$ cat config.mk
export PLATFORM = sky130hd
export DESIGN_NAME = pulse_cmd_sender
export DESIGN_NICKNAME = d
export VERILOG_FILES = /design/src/rtl/pulse_cmd_pkg.sv /design/src/rtl/cmd_timeout_ctr.sv /design/src/rtl/pulse_cmd_sender.sv
export SDC_FILE = /design/constraint.sdc
export NUM_CORES = 1
export LEC_CHECK = 0
export ABC_AREA = 1
export CAP_MARGIN = 20
export CORE_ASPECT_RATIO = 0.7
export CORE_MARGIN = 2
export CORE_UTILIZATION = 40
export DETAILED_ROUTE_END_ITERATION = 12
export DONT_BUFFER_PORTS = 1
export PLACE_DENSITY_LB_ADDON = 0.05
export SYNTH_ARGS = -nofsm -noshare
export SYNTH_HDL_FRONTEND = slang
export SYNTH_HIERARCHICAL = 1
export SYNTH_SLANG_ARGS = --single-unit
export TNS_END_PERCENT = 20
$ cat constraint.sdc
create_clock -name clk -period 2.89 [get_ports clk]
set_input_delay 0.289 -clock clk [delete_from_list [all_inputs] [get_ports clk]]
set_output_delay 0.289 -clock clk [all_outputs]
set_load 0.01 [all_outputs]
$ cat src/rtl/pulse_cmd_pkg.sv
// Shared constants, state encoding and byte helpers
// for the pulse-parameter command link.
package pulse_cmd_pkg;

   localparam logic [7:0] CMD_DELAY    = 8'd0;
   localparam logic [7:0] CMD_PERIOD   = 8'd1;
   localparam logic [7:0] CMD_PULSE1   = 8'd2;
   localparam logic [7:0] CMD_PULSE2   = 8'd3;
   localparam logic [7:0] CMD_BLOCK    = 8'd4;
   localparam logic [7:0] CMD_CPMG     = 8'd5;
   localparam logic [7:0] CMD_ATT      = 8'd6;
   localparam logic [7:0] CMD_NUTATION = 8'd7;

   localparam int CMD_NBYTES = 5;

   typedef enum logic [2:0] {
      S_IDLE,
      S_TX_LOAD,
      S_TX_WAIT_HI,
      S_TX_WAIT_LO,
      S_WAIT_RSP,
      S_REPORT
   } state_t;

   // Echo checksum covers only the value bytes, never the control code.
   function automatic logic [7:0] data_csum(input logic [31:0] d);
      return d[7:0] + d[15:8] + d[23:16] + d[31:24];
   endfunction

   function automatic logic [7:0] pick_byte(
      input logic [31:0] d,
      input logic [7:0]  c,
      input logic [2:0]  i
   );
      case (i)
         3'd0:    return d[7:0];
         3'd1:    return d[15:8];
         3'd2:    return d[23:16];
         3'd3:    return d[31:24];
         default: return c;
      endcase
   endfunction

endpackage

$ cat src/rtl/cmd_timeout_ctr.sv
// Down-counter for the echo wait window:
// load, decrement to zero, zero flag.
module cmd_timeout_ctr #(
   parameter int MAX = 2_000_000
) (
   input  logic clk,
   input  logic rst,
   input  logic load,
   input  logic dec,
   output logic zero
);

   localparam int W = $clog2(MAX + 1);

   logic [W-1:0] cnt;

   always_ff @(posedge clk or posedge rst) begin
      if (rst)
         cnt <= '0;
      else if (load)
         cnt <= W'(MAX);
      else if (dec && (cnt != '0))
         cnt <= cnt - 1'b1;
   end

   assign zero = (cnt == '0);

endmodule

$ cat src/rtl/pulse_cmd_sender.sv
// Sends one 5-byte command to the uart and
// waits for the checksum echo from the controller.
module pulse_cmd_sender
   import pulse_cmd_pkg::*;
#(
   parameter int TIMEOUT_CYCLES = 2_000_000
) (
   input  logic        clk,
   input  logic        rst,
   input  logic        cmd_valid,
   output logic        cmd_ready,
   input  logic [7:0]  cmd_ctrl,
   input  logic [31:0] cmd_data,
   output logic        transmit,
   output logic [7:0]  tx_byte,
   input  logic        is_transmitting,
   input  logic        received,
   input  logic [7:0]  rx_byte,
   input  logic        recv_error,
   output logic        busy,
   output logic        done,
   output logic        ack_ok,
   output logic        ack_err,
   output logic        timeout,
   output logic [7:0]  rsp_byte
);

   state_t      state, state_n;
   logic [2:0]  idx_q, idx_n;
   logic [31:0] data_q;
   logic [7:0]  ctrl_q;
   logic [7:0]  exp_q;
   logic        accept;
   logic        tmo_load, tmo_dec, tmo_zero;

   logic        transmit_d, busy_d, done_d;
   logic        ok_d, err_d, to_d;
   logic [7:0]  tx_byte_d, rsp_d;

   assign cmd_ready = (state == S_IDLE);
   assign accept    = cmd_valid && cmd_ready;
   assign tmo_load  = (state == S_TX_WAIT_LO) && (state_n == S_WAIT_RSP);
   assign tmo_dec   = (state == S_WAIT_RSP);

   cmd_timeout_ctr #(
      .MAX (TIMEOUT_CYCLES)
   ) u_tmo (
      .clk  (clk),
      .rst  (rst),
      .load (tmo_load),
      .dec  (tmo_dec),
      .zero (tmo_zero)
   );

   always_ff @(posedge clk or posedge rst) begin
      if (rst) begin
         state    <= S_IDLE;
         idx_q    <= '0;
         data_q   <= '0;
         ctrl_q   <= '0;
         exp_q    <= '0;
         transmit <= 1'b0;
         tx_byte  <= '0;
         busy     <= 1'b0;
         done     <= 1'b0;
         ack_ok   <= 1'b0;
         ack_err  <= 1'b0;
         timeout  <= 1'b0;
         rsp_byte <= '0;
      end else begin
         state    <= state_n;
         idx_q    <= idx_n;
         transmit <= transmit_d;
         tx_byte  <= tx_byte_d;
         busy     <= busy_d;
         done     <= done_d;
         ack_ok   <= ok_d;
         ack_err  <= err_d;
         timeout  <= to_d;
         rsp_byte <= rsp_d;
         if (accept) begin
            data_q <= cmd_data;
            ctrl_q <= cmd_ctrl;
            exp_q  <= data_csum(cmd_data);
         end
      end
   end

   always_comb begin
      state_n = state;
      idx_n   = idx_q;
      unique case (state)
         S_IDLE: begin
            if (cmd_valid) begin
               state_n = S_TX_LOAD;
               idx_n   = '0;
            end
         end
         S_TX_LOAD: begin
            if (transmit)
               state_n = S_TX_WAIT_HI;
         end
         S_TX_WAIT_HI: begin
            if (is_transmitting)
               state_n = S_TX_WAIT_LO;
         end
         S_TX_WAIT_LO: begin
            if (!is_transmitting) begin
               idx_n = idx_q + 3'd1;
               if (idx_q == 3'(CMD_NBYTES - 1))
                  state_n = S_WAIT_RSP;
               else
                  state_n = S_TX_LOAD;
            end
         end
         S_WAIT_RSP: begin
            if (received || recv_error || tmo_zero)
               state_n = S_REPORT;
         end
         S_REPORT: state_n = S_IDLE;
         default:  state_n = S_IDLE;
      endcase
   end

   // Registered outputs are computed one cycle ahead from state_n.
   always_comb begin
      transmit_d = (state_n == S_TX_LOAD) && !is_transmitting;
      tx_byte_d  = tx_byte;
      if (transmit_d) begin
         if (state == S_IDLE)
            tx_byte_d = cmd_data[7:0];
         else
            tx_byte_d = pick_byte(data_q, ctrl_q, idx_n);
      end
      busy_d = (state_n != S_IDLE);
      done_d = (state == S_WAIT_RSP) && (state_n == S_REPORT);
      ok_d   = done_d && received && !recv_error
               && (rx_byte == exp_q);
      err_d  = done_d && (recv_error
               || (received && (rx_byte != exp_q)));
      to_d   = done_d && !received && !recv_error;
      rsp_d  = rsp_byte;
      if ((state == S_WAIT_RSP) && received)
         rsp_d = rx_byte;
   end

endmodule
# Word level (Yosys, flattened, before mapping)
# Cells that the tools add are included.
# classes
n_addsub,5
eq_ne,13
muxes,14
reduce_logical,25
# ops
cell,count
21-bit 2-to-1 mux,2
8-bit case mux with 4 select lines,1
8-bit adder,3
3-bit 2-to-1 mux,8
21-bit zero test,1
21-bit nonzero test,1
"21-bit by 1-bit subtractor with 21-bit output, second input constant",1
3-bit case mux with 5 select lines,1
1-bit logical AND,13
"3-bit by 2-bit == test with 1-bit output, second input constant",4
"3-bit == test, second input constant",4
"3-bit by 1-bit == test with 1-bit output, second input constant",3
8-bit == test,1
8-bit 2-to-1 mux,1
8-bit != test,1
3-bit zero test,2
3-bit case mux with 2 select lines,1
"3-bit by 1-bit adder with 3-bit output, second input constant",1
1-bit zero test,3
1-bit logical OR,3
3-bit nonzero test,1
2-bit nonzero test,1
# word_totals
reg_bits,97
in_bits,54
out_inout_bits,23

# Depth between registers and ports, before layout
# Gate-level depths: netlist (run 1).
# depth
word_depth,9
ltp_mapped,15

# By module
# The synthesis (run 1) kept the hierarchy.
# modules_own_cells
mod,instances,cells_per_inst,area_each_um2,seq_area_each_um2
pulse_cmd_sender,1,525,4286.6,1901.8
cmd_timeout_ctr,1,227,1505.2,525.5

# Worst setup path after synthesis (run 1)
# Ideal clock, no wire load.
# synth_path
path_type,input-to-reg
start,input cmd_data[1]
end,register exp_q[7]
setup_ns,0.117
arrival_time_ns,2.458
setup_slack_ns,0.314
stages,12
n_path_buf,0
cell_sequence,fa_1 fa_1 ha_1 fa_1 nand3_1 nand3_1 nand2_1 nand2_1 a21oi_1 nand2_1 nand3_1 nand2_1
# synth_via
elab_chain_cells,3
# synth_rtl
item,line,rtl
from (decl),pulse_cmd_sender.sv:13,"input logic [31:0] cmd_data,"
8-bit adder (3 in a row),pulse_cmd_pkg.sv:27,return d[7:0] + d[15:8] + d[23:16] + d[31:24];
to (signal assigned),pulse_cmd_sender.sv:84,exp_q <= data_csum(cmd_data);
to (decl),pulse_cmd_sender.sv:32,logic [7:0] exp_q;
# No other way between the ends.
# A chain may end at the register's enable or synchronous reset.

# Worst setup path in the final report (run 1)
# layout_path
start,register u_tmo.cnt[10]
end,register tx_byte[0]
# layout_via
elab_chain_cells,6
# layout_rtl
item,line,rtl
from (decl),cmd_timeout_ctr.sv:15,logic [W-1:0] cnt;
from (signal assigned),cmd_timeout_ctr.sv:21,cnt <= W'(MAX);
from (signal assigned),cmd_timeout_ctr.sv:23,cnt <= cnt - 1'b1;
21-bit zero test,cmd_timeout_ctr.sv:26,assign zero = (cnt == '0);
via tmo_zero,pulse_cmd_sender.sv:34,"logic tmo_load, tmo_dec, tmo_zero;"
1-bit logical OR,pulse_cmd_sender.sv:117,if (received || recv_error || tmo_zero)
3-bit 2-to-1 mux,pulse_cmd_sender.sv:117,
3-bit case mux with 5 select lines,pulse_cmd_sender.sv:92,unique case (state)
3-bit by 1-bit == test with 1-bit output,pulse_cmd_sender.sv:127,transmit_d = (state_n == S_TX_LOAD) && !is_transmitting;
1-bit logical AND,pulse_cmd_sender.sv:127,
to (signal assigned),pulse_cmd_sender.sv:74,tx_byte <= tx_byte_d;
to (decl),pulse_cmd_sender.sv:15,"output logic [7:0] tx_byte,"
# The timed path passes the listed nets, and every way through them passes these cells.

==> results.json, run 1 <==
{
  "status": "finished, violations left",
  "violations": "negative hold slack",
  "netlist_area_um2": 5790,
  "worst_setup_path_end_kind": "register",
  "die_w_um": 148,
  "yosysMostFrequentCell": "nand2_1",
  "drive_gt1_share_pct": 8.62,
  "avgViaCountPerCell": 5.01,
  "synth.net_count": 831,
  "fin_hold_ws_ns": -0.00871,
  "syn_inst": 752,
  "yosys_warnings": 6,
  "synth_edf_count": 0,
  "cts.path.max_buffers": 2,
  "antenna-diode-count": 0,
  "track_usage_pct": 20.4,
  "root_buffer": "clkbuf_16",
  "p_int_mw": 3.29,
  "wl_per_cell_um": 15.8,
  "finalHoldViolCount": 21,
  "cts_resized": 0,
  "path_clk_slew_ns": 0.07,
  "rsz0062_at_grt": "false",
  "hpwl_um": 11400,
  "place_area_um2": 5950,
  "power.density_nw_per_um2": 898,
  "synthArstFlopShare_pct": 100,
  "cp_slowest_stage_delay_ns": 0.42,
  "area_growth_pct": 8.12,
  "gp_congestion": 0.886,
  "skew_ns": 0.00455,
  "worst_pin_slew_ns": 0.833,
  "cp_top_family": "simple AND/OR/NAND/NOR gates",
  "cts_max_level": 3,
  "wirelength_um": 14900,
  "cap_viol_max_count": 0,
  "ctsHoldBuffers": 1,
  "power_switching_mw": 2.34,
  "ant_nets": 0,
  "critPathArrivalTime_ns": 2.75,
  "irDropWorstVdd_uv": 400,
  "design_area_um2": 6260,
  "worstPathCellList": "nor2_1 -> nand2_2 -> nor2_4 -> nor4b_1 -> nor2_1 -> o31ai_1 -> nand3_2 -> or2_1 -> nand2_1 -> nand2_1",
  "path_buf_inv": 0,
  "num_vias": 4732,
  "p_leak_nw": 3.18,
  "finalMaxSlewViolations": 0,
  "synth_largest_area_cell": "dfrtp_1",
  "first_global_vias": 4509,
  "synth.avg_cell_area_um2": 7.70,
  "grt_max_degree": 55,
  "fmax_ghz": 0.398,
  "hold_path_class": "primary input to asynchronous set/reset pin",
  "start_util_pct": 41.2,
  "synth-seq-cells": 97,
  "max_slew_margin_pct": 44.4,
  "clkLatencyLatePin_ns": 0.35,
  "grt_pass1_wl_um": 24600,
  "synth_area_leaders": "dfrtp_1 (42%), nand2_1 (17%), nor2_1 (4.9%)",
  "post-route-drc-count": 0,
  "rows": 36,
  "seqPwrFrac_pct": 40.0,
  "core_area_um2": 14100,
  "die_y_um": 105,
  "worstSetupStartpointType": "register",
  "finalSetupTns_ns": 0,
  "cts_buffers": 9,
  "period_needed_ns": 2.51,
  "io_pins": 77,
  "switching_share_pct": 41.6,
  "final_nets": 828,
  "required_ns": 3.13,
  "cts_tree": "done",
  "crit_type": "register to register",
  "clkPwrFrac_pct": 21.6,
  "finalSetupViolCount": 0,
  "synth_common_cells": "nand2_1 (264), dfrtp_1 (97), nor2_1 (75)",
  "synthFlopType": "dfrtp_1",
  "cts_setup_buffers": 0,
  "dr.pass1.iters": 5,
  "yosysSeqAreaShare_pct": 41.9,
  "drt-initial-drc-count": 265,
  "crit_path_top_delay_cell": "dfrtp_1",
  "grt.overflow.total": 0,
  "die-area_um2": 15500,
  "critPathMaxFanout": 9,
  "fin_crit_sh_pct": 86.8,
  "synth_top_area_share_pct": 41.9,
  "antenna_found_initial": 0,
  "cts_num_sinks": 97,
  "pwr-share-comb_pct": 38.3,
  "numPortBuffers": 0,
  "synth_cell_types": 41
}
==> worst paths after layout <==
path                                     from      endpoint  slack [ns]  cells past startpoint
worst max register to register  u_tmo/cnt[10]    tx_byte[0]        0.38                     10
worst max-delay path            u_tmo/cnt[10]    tx_byte[0]        0.38                     10
worst min register to register      data_q[7]     data_q[7]        0.48                      2
worst min-delay path                      rst  u_tmo/cnt[0]      -0.009                      1
max in group asynchronous                 rst    data_q[26]        1.82                      3
min in group clk                  cmd_data[1]     data_q[1]        0.05                      2
==> layout make-up <==
cell class,count,area (um^2)
Clock buffer,11,243
Timing Repair Buffer,10,90.1
Sequential cell,97,2430
Inverter,81,312
Tap cell,190,238
Fill cell,1447,7790
Multi-Input combinational cell,550,2900
Clock inverter,5,55.1
==> flip-flops by register name, summed over array words and instances (netlist names) <==
register   cells
ack_err        1
ack_ok         1
busy           1
ctrl_q         8
data_q        32
done           1
exp_q          8
idx_q          3
rsp_byte       8
state          3
timeout        1
transmit       1
tx_byte        8
u_tmo/cnt     21
==> power groups by stage <==
stage	sequential, mW	clock (mW)	combinational, mW
finish	2.25	1.22	2.15
global route	2.32	1.32	2.50
CTS	2.25	1.25	2.16
detailed placement	2.27	0	2.15
global placement	2.27	0	2.11
floorplan	2.14	0	1.74
==> through the flow <==
step / total power, mW / util, % / hold slack, ns / setup slack (ns) / cells
5_1_grt: 6.13 / 44.6 / 0.0358 / 0.200 / 944
6_report: 5.62 / 44.6 / -0.00871 / 0.380 / 944
3_3_place_gp: 4.38 / 42.4 / 0.174 / 0.184 / 927
2_1_floorplan: 3.88 / - / 0.266 / 0.314 / 752
3_5_place_dp: 4.42 / 42.4 / 0.169 / 0.125 / 927
4_1_cts: 5.67 / 44.6 / 0.0344 / 0.401 / 944
==> layer usage <==
metal	routed length, um	track usage, %	up-vias
li1	-	-	2372
met1	7810	31.6	2255
met2	5990	27.3	94
met3	939	6.29	11
met4	143	4.69	0
met5	0	0	-
==> cells in the final DEF, fill, tap and decap left out, types with 8 or more instances in the layout <==
cell type	n
dfrtp_1	97
buf_4	8
inv_1	73
nand2_1	264
nor2_1	75
a21oi_1	11
ha_1	11
nand3_1	49
xnor2_1	8
fa_1	14
clkbuf_16	9
nor3_1	12
o21ai_2	8
nand4_1	22
o21ai_0	30
==> logic make-up after synthesis <==
logic type | Yosys count | share of synthesized area, %
AO/OA/AOI/OAI | 58 | 5.92
adder cells (fa/ha/maj) | 25 | 7.22
multiplexers | 3 | 0.583
AND/OR/NAND/NOR | 450 | 34.2
buffers and inverters | 105 | 8.06
flip-flops | 97 | 41.9
XOR/XNOR | 14 | 2.12
No activity file was read; power rests on OpenSTA's default activity.
==> run 2: changes to the inputs <==
Settings changed: BUFFER_PORTS_ARGS set to -buffer_cell sky130_fd_sc_hd__buf_2, CTS_BUF_LIST set to sky130_fd_sc_hd__clkbuf_2, DONT_BUFFER_PORTS 1 to unset, HOLD_SLACK_MARGIN set to 0.05.
==> results.json, run 2 (same netlist as run 1, synthesis figures left out) <==
{
  "status": "finished clean",
  "worst-r2r-cell-count": 10,
  "cts_num_sinks": 97,
  "reg2reg_to": "tx_byte[1]",
  "fmax_ghz": 0.360,
  "track_usage_pct": 21.3,
  "die-area_um2": 15500,
  "cp_top_family": "adder cells",
  "area_growth_pct": 20.1,
  "grt.overflow.total": 0,
  "path_clk_slew_ns": 0.24,
  "worst_pin_slew_ns": 0.908,
  "num_vias": 5246,
  "finalSetupViolCount": 0,
  "finalSetupTns_ns": 0,
  "p_total_mw": 5.20,
  "largest_reg_flops": 32,
  "reg_top3": "data_q x32, u_tmo/cnt x21",
  "fin_crit_sh_pct": 96.2,
  "finalMaxSlewViolations": 0,
  "grt_max_degree": 41,
  "hpwl_um": 11600,
  "cp_slowest_stage_delay_ns": 0.59,
  "rows": 36,
  "worstSetupStartpointType": "primary input",
  "power.density_nw_per_um2": 748,
  "die_y_um": 105,
  "skew_ns": 0.0252,
  "cap_viol_max_count": 0,
  "drt-initial-drc-count": 440,
  "reg2reg_slack_ns": 0.34,
  "design_area_um2": 6950,
  "ant_nets": 0,
  "io_pins": 77,
  "rr_startpoint": "u_tmo/cnt[12]",
  "place_area_um2": 6320,
  "irDropWorstVdd_uv": 262,
  "p_leak_nw": 3.64,
  "clkLatencyLatePin_ns": 0.61,
  "wl_per_cell_um": 14.5,
  "cts_max_level": 3,
  "die_w_um": 148,
  "crit_path_top_delay_cell": "fa_1",
  "first_global_vias": 5067,
  "worst_setup_path_end_kind": "register",
  "core_area_um2": 14100,
  "cts.path.max_buffers": 2,
  "hold_path_class": "primary input to register",
  "post-route-drc-count": 0,
  "dp_cells": 1003,
  "path_buf_inv": 4,
  "required_ns": 3.41,
  "period_needed_ns": 2.78,
  "dr.pass1.iters": 5,
  "cts_tree": "done",
  "avgViaCountPerCell": 4.90,
  "critPathArrivalTime_ns": 3.30,
  "min_from": "is_transmitting",
  "mostFrequentLayoutCell": "nand2_1",
  "cts_setup_buffers": 0,
  "critPathMaxFanout": 5,
  "start_util_pct": 41.2,
  "rsz0062_at_grt": "false",
  "numPortBuffers": 76,
  "cts_buffers": 9,
  "crit_type": "primary input to register",
  "wirelength_um": 15600,
  "max_slew_margin_pct": 39.4,
  "worstPathCellList": "dlygate4sd3_1 -> buf_2 -> inv_1 -> fa_1 -> fa_1 -> inv_1 -> ha_1 -> a21oi_1 -> nand2_1 -> nand2_1 -> nand2_1 -> a21oi_1 -> xor2_1 -> o21ai_0",
  "holdPathStages": 4,
  "antenna_found_initial": 0,
  "cp_common_cell": "nand2_1",
  "drive_gt1_share_pct": 16.0,
  "largest_register": "data_q",
  "fin_cells": 1071,
  "root_buffer": "clkbuf_2",
  "grt_pass1_wl_um": 26000,
  "finalHoldViolCount": 0,
  "antenna-diode-count": 0,
  "gp_congestion": 0.889,
  "final_cell_mix": "nand2_1 (264), dfrtp_1 (97), buf_2 (76), nor2_1 (75), inv_1 (73)",
  "min_to": "state[1]",
  "final_nets": 955
}
-- run 2: per-layer routing --
layer  global-route usage (%)  wire [um]
met1                     32.9       8020
met2                     30.0       6410
met3                     4.80        947
met4                     5.37        199
met5                        0          0
-- run 2: worst max path at each step --
stage	depth (start not counted)	from	end	slack, ns
3_5_place_dp	13	cmd_data[1]	exp_q[7]	-0.07
2_1_floorplan	12	cmd_data[1]	exp_q[7]	0.31
6_report	14	cmd_data[3]	exp_q[6]	0.11
4_1_cts	14	cmd_data[1]	exp_q[7]	0.10
5_1_grt	14	cmd_data[1]	exp_q[7]	0.005
3_3_place_gp	13	cmd_data[1]	exp_q[7]	0.05
-- run 2: repair_timing --
action,in CTS,in global routing
endpoints found under the setup margin,0,1
hold endpoints to repair,105,0
hold buffers,52,0
resized for setup,0,1
-- run 2: worst min-delay path, stage by stage --
cell and delay, ns:
buf_2 0.13, o21ai_0 0.10, o21a_1 0.14, inv_1 0.06
-- run 2: power breakdown --
group | internal [mW] | switching [mW] | total (mW)
clock network | 0.197 | 0.462 | 0.660
logic | 0.874 | 1.48 | 2.35
registers | 1.84 | 0.360 | 2.20
total | 2.91 | 2.30 | 5.20
-- run 2: layout make-up --
class / count / area (um^2)
fill: 1390 / 7100
multi-input combinational: 550 / 2900
sequential: 97 / 2430
timing repair buffer: 137 / 968
inverter: 81 / 312
tap: 190 / 238
clock inverter: 6 / 58.8
clock buffer: 10 / 50.0
-- run 2: per-stage QoR --
stage	setup WS [ns]	hold slack [ns]	util [%]
4_1_cts	0.105	0.0521	49.5
3_3_place_gp	0.0514	0.346	45.0
5_1_grt	0.00462	0.0518	49.5
6_report	0.110	0.139	49.5
2_1_floorplan	0.314	0.266	-
3_5_place_dp	-0.0688	0.360	45.0
==> run 3: changes to the inputs <==
Settings changed: CELL_PAD_IN_SITES_DETAIL_PLACEMENT set to 1, CELL_PAD_IN_SITES_GLOBAL_PLACEMENT set to 1.
==> results.json, run 3 (same netlist as run 1, synthesis figures left out) <==
{
  "max_slew_margin_pct": 36.9,
  "start_util_pct": 41.2,
  "worst_setup_path_end_kind": "register",
  "num_vias": 5429,
  "cts_max_level": 3,
  "drive_gt1_share_pct": 16.2,
  "grt.overflow.total": 0,
  "root_buffer": "clkbuf_2",
  "multi_input_area_um2": 2900,
  "reg2reg_slack_ns": 0.29,
  "area_growth_pct": 20.7,
  "holdPathStages": 3,
  "skew_ns": 0.0131,
  "finalMaxSlewViolations": 0,
  "ant_nets": 0,
  "worst-r2r-cell-count": 10,
  "hold_path_class": "primary input to register",
  "cap_viol_max_count": 0,
  "wirelength_um": 18200,
  "reg2reg_to": "tx_byte[7]",
  "cts_setup_buffers": 0,
  "wl_per_cell_um": 16.9,
  "track_usage_pct": 25.0,
  "p_total_mw": 5.40,
  "mostFrequentLayoutCell": "nand2_1",
  "cts_num_sinks": 97,
  "status": "finished clean",
  "rr_startpoint": "u_tmo/cnt[13]",
  "clkLatencyLatePin_ns": 0.64,
  "cts_tree": "done",
  "critPathMaxFanout": 5,
  "path_clk_slew_ns": 0.28,
  "die_y_um": 105,
  "finalHoldViolCount": 0,
  "first_global_vias": 5807,
  "dr.pass1.iters": 4,
  "io_pins": 77,
  "p_leak_nw": 3.65,
  "gp_congestion": 0.836,
  "largest_register": "data_q",
  "rows": 36,
  "period_needed_ns": 2.75,
  "fin_crit_sh_pct": 95.1,
  "min_from": "cmd_valid",
  "required_ns": 3.44,
  "worstSetupStartpointType": "primary input",
  "reg_top3": "data_q x32, u_tmo/cnt x21",
  "cts_buffers": 9,
  "numPortBuffers": 76,
  "avgViaCountPerCell": 5.05,
  "post-route-drc-count": 0,
  "largest_reg_flops": 32,
  "final_nets": 957,
  "final_cell_mix": "nand2_1 (264), dfrtp_1 (97), buf_2 (76), nor2_1 (75), inv_1 (73)",
  "fin_util_pct": 49.8,
  "seq_area_um2": 2430,
  "grt_pass1_wl_um": 30300,
  "irDropWorstVdd_uv": 356,
  "critPathArrivalTime_ns": 3.29,
  "min_to": "data_q[3]",
  "finalSetupViolCount": 0,
  "rsz0062_at_grt": "false",
  "drt-initial-drc-count": 235,
  "cts.path.max_buffers": 2,
  "fill_cells": 1781,
  "antenna_found_initial": 1,
  "hpwl_um": 13300,
  "worst_pin_slew_ns": 0.946,
  "core_area_um2": 14100,
  "fmax_ghz": 0.364,
  "grt_max_degree": 57,
  "die_w_um": 148,
  "crit_type": "primary input to register",
  "power.density_nw_per_um2": 773,
  "die-area_um2": 15500
}
==> run 3: cell type report <==
class / instances / share of cell area (%)
Multi-Input combinational cell: 550 / 41.5
Sequential cell: 97 / 34.7
Timing Repair Buffer: 139 / 14.3
Inverter: 81 / 4.46
Tap cell: 190 / 3.40
Clock inverter: 7 / 1.00
Clock buffer: 9 / 0.644
Antenna cell: 1 / 0.0358
==> run 3: power by group <==
part	leakage (nW)	switching (mW)	internal, mW	total, mW
logic	2.41	1.59	0.883	2.48
clock network	0.0620	0.519	0.197	0.716
registers	1.18	0.377	1.84	2.21
total	3.65	2.49	2.92	5.40
==> run 3: what timing repair did <==
action,4_1_cts,5_1_grt
hold endpoints to repair,118,0
hold buffers,53,0
setup endpoints to repair,0,1
gates resized for setup,0,1
==> run 3: layer usage <==
layer | vias to the layer above | track usage (%) | routed length, um
met4 | 0 | 4.29 | 131
met5 | - | 0 | 0
met1 | 2694 | 37.2 | 9300
met3 | 12 | 5.33 | 819
met2 | 97 | 38.1 | 7940
li1 | 2626 | - | -
==> run 3: stage by stage <==
stage / hold slack, ns / cell area, um^2 / setup TNS, ns / cells / setup WS (ns)
2_1_floorplan: 0.266 / 5790 / 0 / 752 / 0.314
3_3_place_gp: 0.426 / 6340 / 0 / 1004 / 0.0305
3_5_place_dp: 0.438 / 6340 / -0.0366 / 1004 / -0.0366
4_1_cts: 0.101 / 6990 / 0 / 1073 / 0.167
5_1_grt: 0.107 / 6990 / 0 / 1074 / 0.0456
6_report: 0.147 / 6990 / 0 / 1074 / 0.142
==> run 3: how the worst max path moves through the flow <==
stage                    end   startpoint  depth (start not counted)
global placement    exp_q[7]  cmd_data[1]                         13
floorplan           exp_q[7]  cmd_data[1]                         12
global route        exp_q[7]  cmd_data[1]                         14
CTS                 exp_q[7]  cmd_data[1]                         14
finish              exp_q[6]  cmd_data[3]                         14
detailed placement  exp_q[7]  cmd_data[1]                         13
==> run 3: critical path, cell delays in order <==
cell and delay (ns):
dlygate4sd3_1 0.52, buf_2 0.11, inv_1 0.06, fa_1 0.59, fa_1 0.56, inv_1 0.05, ha_1 0.35, a21oi_1 0.15
nand2_1 0.09, nand2_1 0.09, nand2_1 0.05, a21oi_1 0.14, xor2_1 0.15, o21ai_0 0.09
